==> src/rtl/dbus_merge_pkg.sv <==
// dbus_merge shared types.
// FSM state encoding and the round-robin wrap helper.
package dbus_merge_pkg;

  typedef enum logic {
    IDLE = 1'b0,
    BUSY = 1'b1
  } state_e;

  function automatic int rr_next(
    input int base,
    input int k,
    input int n
  );
    return (base + k) % n;
  endfunction

endpackage

==> src/rtl/dbus_merge_if.sv <==
// Upstream masters and downstream native memory port.
// master: the environment side; slave: the merge block.
interface dbus_merge_if #(
  parameter int N_MASTERS = 3,
  parameter int ADDR_W    = 32,
  parameter int DATA_W    = 256
);
  localparam int STRB_W = DATA_W / 8;

  logic [N_MASTERS-1:0]        m_valid;
  logic [N_MASTERS*ADDR_W-1:0] m_addr;
  logic [N_MASTERS*DATA_W-1:0] m_wdata;
  logic [N_MASTERS*STRB_W-1:0] m_wstrb;
  logic [DATA_W-1:0]           m_rdata;
  logic [N_MASTERS-1:0]        m_ready;

  logic                        s_valid;
  logic [ADDR_W-1:0]           s_addr;
  logic [DATA_W-1:0]           s_wdata;
  logic [STRB_W-1:0]           s_wstrb;
  logic [DATA_W-1:0]           s_rdata;
  logic                        s_ready;

  modport master (
    output m_valid, m_addr, m_wdata, m_wstrb,
    input  m_rdata, m_ready,
    input  s_valid, s_addr, s_wdata, s_wstrb,
    output s_rdata, s_ready
  );

  modport slave (
    input  m_valid, m_addr, m_wdata, m_wstrb,
    output m_rdata, m_ready,
    output s_valid, s_addr, s_wdata, s_wstrb,
    input  s_rdata, s_ready
  );

endinterface

==> src/rtl/dbus_merge_rr_arbiter.sv <==
// Combinational round-robin pick.
// Searches from last+1 upward, wrapping modulo N.
module rr_arbiter
  import dbus_merge_pkg::*;
#(
  parameter int N = 3,
  localparam int IW = $clog2(N)
) (
  input  logic [N-1:0]  req,
  input  logic [IW-1:0] last,
  output logic [N-1:0]  gnt,
  output logic [IW-1:0] gnt_idx
);

  logic found;
  int   idx;

  always_comb begin
    gnt     = '0;
    gnt_idx = '0;
    found   = 1'b0;
    idx     = 0;
    for (int k = 1; k <= N; k++) begin
      idx = rr_next(int'(last), k, N);
      if (!found && req[idx]) begin
        found    = 1'b1;
        gnt[idx] = 1'b1;
        gnt_idx  = IW'(idx);
      end
    end
  end

endmodule

==> src/rtl/dbus_merge.sv <==
// Merges N data-bus masters onto one native memory port.
// One transaction at a time, round-robin, grant held until s_ready.
module dbus_merge
  import dbus_merge_pkg::*;
#(
  parameter int N_MASTERS = 3,
  parameter int ADDR_W    = 32,
  parameter int DATA_W    = 256
) (
  input logic        clk,
  input logic        rst_n,
  dbus_merge_if.slave bus
);

  localparam int STRB_W = DATA_W / 8;
  localparam int IW     = $clog2(N_MASTERS);

  state_e        state_q, state_d;
  logic [IW-1:0] grant_q, grant_d;
  logic [IW-1:0] last_q, last_d;

  logic [N_MASTERS-1:0] pick_oh;
  logic [IW-1:0]        pick_idx;

  rr_arbiter #(.N(N_MASTERS)) u_arb (
    .req     (bus.m_valid),
    .last    (last_q),
    .gnt     (pick_oh),
    .gnt_idx (pick_idx)
  );

  always_comb begin
    state_d     = state_q;
    grant_d     = grant_q;
    last_d      = last_q;
    bus.s_valid = 1'b0;
    bus.m_ready = '0;
    unique case (state_q)
      IDLE: begin
        if (|pick_oh) begin
          grant_d = pick_idx;
          last_d  = pick_idx;
          state_d = BUSY;
        end
      end
      BUSY: begin
        bus.s_valid = 1'b1;
        if (bus.s_ready) begin
          bus.m_ready[grant_q] = 1'b1;
          state_d              = IDLE;
        end
      end
      default: state_d = IDLE;
    endcase
  end

  // Strobe gated so an idle port never looks like a write.
  assign bus.s_addr  = bus.m_addr[grant_q*ADDR_W +: ADDR_W];
  assign bus.s_wdata = bus.m_wdata[grant_q*DATA_W +: DATA_W];
  assign bus.s_wstrb = bus.s_valid ?
                       bus.m_wstrb[grant_q*STRB_W +: STRB_W] : '0;
  assign bus.m_rdata = bus.s_rdata;

  always_ff @(posedge clk or negedge rst_n) begin
    if (!rst_n) begin
      state_q <= IDLE;
      grant_q <= '0;
      last_q  <= IW'(N_MASTERS - 1);
    end else begin
      state_q <= state_d;
      grant_q <= grant_d;
      last_q  <= last_d;
    end
  end

endmodule

==> src/flat_wrapper.sv <==
// flat-port wrapper written by rule: the top's interface ports become plain ports
module dbus_merge_flat import dbus_merge_pkg::*;
#(
  parameter int N_MASTERS = 3,
  parameter int ADDR_W    = 32,
  parameter int DATA_W    = 256
)
  (clk, rst_n, bus_m_valid, bus_m_addr, bus_m_wdata, bus_m_wstrb, bus_m_rdata, bus_m_ready, bus_s_valid, bus_s_addr, bus_s_wdata, bus_s_wstrb, bus_s_rdata, bus_s_ready);
  dbus_merge_if #(.N_MASTERS(N_MASTERS), .ADDR_W(ADDR_W), .DATA_W(DATA_W)) bus_i ();
  input logic clk;
  input logic rst_n;
  input wire logic [$bits(bus_i.m_valid)-1:0] bus_m_valid;
  input wire logic [$bits(bus_i.m_addr)-1:0] bus_m_addr;
  input wire logic [$bits(bus_i.m_wdata)-1:0] bus_m_wdata;
  input wire logic [$bits(bus_i.m_wstrb)-1:0] bus_m_wstrb;
  output wire logic [$bits(bus_i.m_rdata)-1:0] bus_m_rdata;
  output wire logic [$bits(bus_i.m_ready)-1:0] bus_m_ready;
  output wire logic [$bits(bus_i.s_valid)-1:0] bus_s_valid;
  output wire logic [$bits(bus_i.s_addr)-1:0] bus_s_addr;
  output wire logic [$bits(bus_i.s_wdata)-1:0] bus_s_wdata;
  output wire logic [$bits(bus_i.s_wstrb)-1:0] bus_s_wstrb;
  input wire logic [$bits(bus_i.s_rdata)-1:0] bus_s_rdata;
  input wire logic [$bits(bus_i.s_ready)-1:0] bus_s_ready;
  assign bus_i.m_valid = bus_m_valid;
  assign bus_i.m_addr = bus_m_addr;
  assign bus_i.m_wdata = bus_m_wdata;
  assign bus_i.m_wstrb = bus_m_wstrb;
  assign bus_m_rdata = bus_i.m_rdata;
  assign bus_m_ready = bus_i.m_ready;
  assign bus_s_valid = bus_i.s_valid;
  assign bus_s_addr = bus_i.s_addr;
  assign bus_s_wdata = bus_i.s_wdata;
  assign bus_s_wstrb = bus_i.s_wstrb;
  assign bus_i.s_rdata = bus_s_rdata;
  assign bus_i.s_ready = bus_s_ready;
  dbus_merge #(.N_MASTERS(N_MASTERS), .ADDR_W(ADDR_W), .DATA_W(DATA_W)) u_core (.clk(clk), .rst_n(rst_n), .bus(bus_i));
endmodule
==> config.mk <==
export PLATFORM = sky130hd
export DESIGN_NAME = dbus_merge_flat
export DESIGN_NICKNAME = d
export VERILOG_FILES = /design/src/rtl/dbus_merge_pkg.sv /design/src/rtl/dbus_merge_if.sv /design/src/rtl/dbus_merge_rr_arbiter.sv /design/src/rtl/dbus_merge.sv /design/src/flat_wrapper.sv
export SDC_FILE = /design/constraint.sdc
export NUM_CORES = 1
export LEC_CHECK = 0
export ABC_AREA = 1
export CORE_AREA = 2 2 692 694
export DETAILED_ROUTE_END_ITERATION = 10
export DIE_AREA = 0 0 694 696
export PLACE_DENSITY = 0.3
export SYNTH_ARGS = -nofsm -noshare
export SYNTH_HDL_FRONTEND = slang
export SYNTH_SLANG_ARGS = --single-unit
==> constraint.sdc <==
create_clock -name clk -period 5.7 [get_ports clk]
set_input_delay 1.14 -clock clk [delete_from_list [all_inputs] [get_ports clk]]
set_output_delay 1.14 -clock clk [all_outputs]
set_load 0.005 [all_outputs]
== After elaboration in Yosys (flattened, before gate mapping) ==
Cells that the tools add are included.

* Add/subtract/negate cells: 3
* Divide/modulo/power cells: 3
* $lt $le $gt $ge: 8
* Shifts and indexed selects: 3
* Multiplexer cells: 32
* Bitwise operators: 3
* Reductions and logical operators: 10

{| class="wikitable"
|+ Operator list
! kind !! count
|-
| 768-bit by 11-bit variable part select with 256-bit output || 1
|-
| 96-bit by 8-bit variable part select with 32-bit output || 2
|-
| 32-bit by 1-bit >= comparator with 1-bit output, second input constant || 3
|-
| 32-bit by 4-bit < comparator with 1-bit output, second input constant || 3
|-
| 32-bit by 3-bit modulo with 32-bit output, second input constant || 3
|-
| 32-bit two-way mux || 1
|-
| 1-bit two-way mux || 15
|-
| 3-bit two-way mux || 5
|-
| 1-bit demux with 2-bit select || 4
|-
| 2-bit by 2-bit adder with 3-bit output, second input constant || 2
|-
| 1-bit binary-select mux with 2-bit select || 3
|-
| 1-bit logical AND || 6
|-
| 2-bit two-way mux || 3
|-
| 3-bit bitwise OR || 2
|-
| 2-bit by 1-bit adder with 3-bit output, second input constant || 1
|-
| 2-bit by 3-bit < comparator with 1-bit output, second input constant || 1
|-
| 3-bit OR reduction || 1
|-
| 2-bit by 1-bit >= comparator with 1-bit output, second input constant || 1
|-
| 1-bit zero test || 2
|-
| 1-bit case mux with 2 select lines || 1
|-
| 2-bit AND reduction || 1
|-
| 1-bit NOT || 1
|}

* Register bits: 5
* Input bits: 1222
* Output and inout port bits: 580
* Word-level logic and storage cells: 65

== Logic depth before layout (Yosys ltp) ==
* Word-level depth: 15
* Gate-level depth with buffers: 15
* Mapped depth without buffers: 14

== By module ==
Synthesis repeated with hierarchy kept, for this count alone.

* Cell total of the unflattened synthesis: 1800
* Area, all modules: 8574.5 sq um

{| class="wikitable"
|+ Modules (own cells, without submodules)
! module !! times used !! cells an instance !! area an instance (sq um)
|-
| dbus_merge || 1 || 1742 || 8257.9
|-
| rr_arbiter || 1 || 58 || 316.6
|}

== Worst setup path after synthesis ==
No wires, ideal clock.

* Kind: input port to output port
* From: input port bus_m_wstrb[62]
* To: output port bus_s_wstrb[30]
* Data arrival time: 1397 ps
* Required time: 4560 ps
* Path slack: 3163 ps
* Stages on the path: 4
* Path buffers: 0
* Cell sequence: nand3_1 > nand3_1 > nand2_1 > inv_1

* Longest elaborated chain between the ends: 2

{| class="wikitable"
|+ Ends and longest elaborated chain
! item !! RTL line !! text
|-
| from (decl) || flat_wrapper.sv:15 || <nowiki>input wire logic [$bits(bus_i.m_wstrb)-1:0] bus_m_wstrb;</nowiki>
|-
| 96-bit by 8-bit variable part select with 32-bit output || dbus_merge.sv:61 || <nowiki>bus.m_wstrb[grant_q*STRB_W +: STRB_W] : '0;</nowiki>
|-
| 32-bit two-way mux || dbus_merge.sv:60 || <nowiki>assign bus.s_wstrb = bus.s_valid ?</nowiki>
|-
| to (decl) || flat_wrapper.sv:21 || <nowiki>output wire logic [$bits(bus_i.s_wstrb)-1:0] bus_s_wstrb;</nowiki>
|}

No other way between the ends.

== Final worst setup path ==
* From: input port bus_m_wstrb[37]
* To: output port bus_s_wstrb[5]

The elaborated chain is that of the path after synthesis.

==> reports/results.txt <==
Vias in the first global route: 18000
Setup TNS Final: 0 ns
Vias post-DR: 19170
Number of I/O port buffers: 1289
Clock-pin slew of the registers on the worst-case setup and hold paths: 0.03 ns
Sequential cell area fraction in the yosys report: 1.148%
NumNets Final: 3971
Total global routing overflow: 0
GRT Overall Usage: 14.78%
Run status: completed
Root buffer selected by CTS: clkbuf_16
Area of the die: 483000 µm²
Routed len/inst: 41.33 µm
Routability cong.: 0.9269
Area growth, synth to finish: 212.6%
Min cycle time layout: 4.465 ns
Final hold violation count: 0
Worst min-delay path class: reg -> reg
Worst VDD drop: 0.2014 mV
Most common cell after layout, fill and taps aside: clkdlybuf4s50_1
Core area: 476400 µm²
Post-CTS repair timing setup buffer count: 0
Total of max-cap violations: 0
Final setup violation count: 0
Peak clock frequency supported by timing: 223.9 MHz
Endpoint class of the critical path: output pin
Die height: 696 µm
Number of search-and-repair iterations in the first detailed-routing pass: 6
Worst clock skew: 0.004295 ns
Row cnt: 254
Syn avg cell area: 4.845 µm²
Total design power: 10530 µW
Routed Antenna Nets: 0
Commonest non-fill, non-tap cells in the layout: 1252 x clkdlybuf4s50_1, 697 x nand2_1, 653 x nand3_1
Sinks on Clock Net: 4
CTS hold repair buffers: 0
Post-route clock period utilization: 78.34%
Data required time at the worst endpoint: 4.56 ns
Cell with the largest stage delay on the worst path: clkdlybuf4s50_1
Pin count of the biggest net entering global routing: 100
Worst rel slew slack: 41.93%
Synth Net Count: 3048
Post-synthesis cell area: 8827 µm²
Final HPWL DP: 353500 µm
List of cells traversed by the critical path: clkdlybuf4s50_1 -> nand3_1 -> nand3_1 -> nand2_1 -> inv_1 -> clkdlybuf4s50_1
Count of different cell masters after synthesis: 17
Seq cells post-synth: 4
Highest cell delay on the worst timing path: 0.81 ns
Antenna violations before repair: 291
Worst Max-Slew Pin Slew: 0.8711 ns
Number of instances in the synthesized netlist: 1822
Fraction of final layout cells with drive strength greater than 1: 2.843%
Via density: 2.116
Number of buffers created by CTS: 3
Crit Path Max Fanout: 1
Setup repair after global routing missed its margin: false
Kind of cell adding the most delay to the critical path: buffers and inverters
Yosys warnings: 0
Critical path start-end classification: in -> out
Number of remaining DRC errors: 0
Initial core utilization: 1.853%
P per Cell Area: 381.7 nW/µm²
Critical path startpoint category: primary input
Number of top-level pins: 1802
Data arrival at the endpoint of the critical path: 3.33 ns
CTS tree: yes
First-pass GRT wire length: 414100 µm
H-tree depth reported by CTS: 1
Crit path buf inv count: 3
Clock insertion delay at the later pin of the skew report: 0.23 ns
Violation count after the first detailed-route iteration: 1736
DIE WIDTH: 694 µm
Static Leakage: 0.008582 µW
Buffer levels on the longest clock path: 2
Routed wire length: 374400 µm
Post-cts sizing count: 0
Pins Over Slew Limit: 0
## registers in the layout (all words and copies together) (netlist names)
name,flops
u_core.state_q,1
u_core.grant_q,1
u_core.last_q,2
## worst paths after layout
kind / startpoint / end / slack [ns] / depth (start not counted)
worst min register to register: u_core.last_q[1]$_DFFE_PN1P_ / u_core.last_q[1]$_DFFE_PN1P_ / 0.49 / 2
max in group asynchronous: rst_n / u_core.last_q[1]$_DFFE_PN1P_ / 4.28 / 1
worst min-delay path: u_core.last_q[1]$_DFFE_PN1P_ / u_core.last_q[1]$_DFFE_PN1P_ / 0.49 / 2
worst max register to register: u_core.last_q[0]$_DFFE_PN0P_ / u_core.last_q[0]$_DFFE_PN0P_ / 2.91 / 13
min in group asynchronous: rst_n / u_core.last_q[0]$_DFFE_PN0P_ / 1.15 / 1
worst max-delay path: bus_m_wstrb[37] / bus_s_wstrb[5] / 1.23 / 6
## final cells by class
| class | instances | area (µm²) |
|---|---|---|
| fillers | 56510 | 448800 |
| repair buffers | 1320 | 13250 |
| well taps | 6272 | 7848 |
| multi-input cells | 1370 | 6025 |
| inverters | 46 | 180.2 |
| diodes | 43 | 107.6 |
| flip-flops and latches | 4 | 106.4 |
| clock buffers | 4 | 78.83 |
## power breakdown
part | total [µW] | internal, µW | switching (µW)
Sequential | 109 | 44.4 | 64.4
Clock | 114 | 92.5 | 21.6
Combinational | 10300 | 3270 | 7040
Total | 10500 | 3410 | 7120
## cells by family after synthesis
logic type / count (synthesis) / share of synthesized area, %
AOI/OAI and AO/OA: 4 / 0.2268
adders and majority gates: 4 / 0.5670
buffers and inverters: 448 / 30.72
DFF: 4 / 1.148
and+or+nand+nor: 1362 / 67.34
## stage by stage
step / instances / hold slack, ns / util, % / instance area [µm²] / setup slack, ns
2_1_floorplan: 1822 / 0.4627 / - / 8827 / 3.163
6_report: 9059 / 0.4875 / 5.792 / 27590 / 1.235
3_3_place_gp: 9012 / 0.4836 / 5.753 / 27410 / 0.9065
5_1_grt: 9042 / 0.5118 / 5.783 / 27550 / 1.010
4_1_cts: 9016 / 0.4926 / 5.769 / 27490 / 0.9340
3_5_place_dp: 9012 / 0.4876 / 5.753 / 27410 / 0.9439
## routing by layer
metal / part of all wire, % / global-route usage, % / routed length (µm) / vias to the layer above
li1: - / - / - / 7581
met1: 28 / 12.38 / 106700 / 8693
met2: 46 / 24.38 / 171100 / 2120
met3: 22 / 14.71 / 82270 / 666
met4: 3.6 / 3.827 / 13330 / 106
met5: 0.27 / 0.4200 / 1026 / -
## cells in the mapped netlist
cell | n | area [µm²]
buf_1 | 18 | 67.56
buf_2 | 52 | 260.3
buf_4 | 257 | 1929
clkbuf_1 | 75 | 281.5
dfrtp_1 | 3 | 75.07
dfstp_2 | 1 | 26.28
ha_1 | 4 | 50.05
inv_1 | 45 | 168.9
inv_2 | 1 | 3.750
nand2_1 | 697 | 2616
nand2_2 | 1 | 6.260
nand3_1 | 653 | 3268
nor2_1 | 4 | 15.01
nor2_2 | 2 | 12.51
nor3_1 | 4 | 20.02
o21ai_0 | 4 | 20.02
or2_1 | 1 | 6.260
## tightest hold or removal path: stages (launching register included)
cell and delay, ns:
dfstp_2 0.37, nand2_1 0.06, nand2_1 0.05
Note: power is estimated with default switching activity, not from simulation.
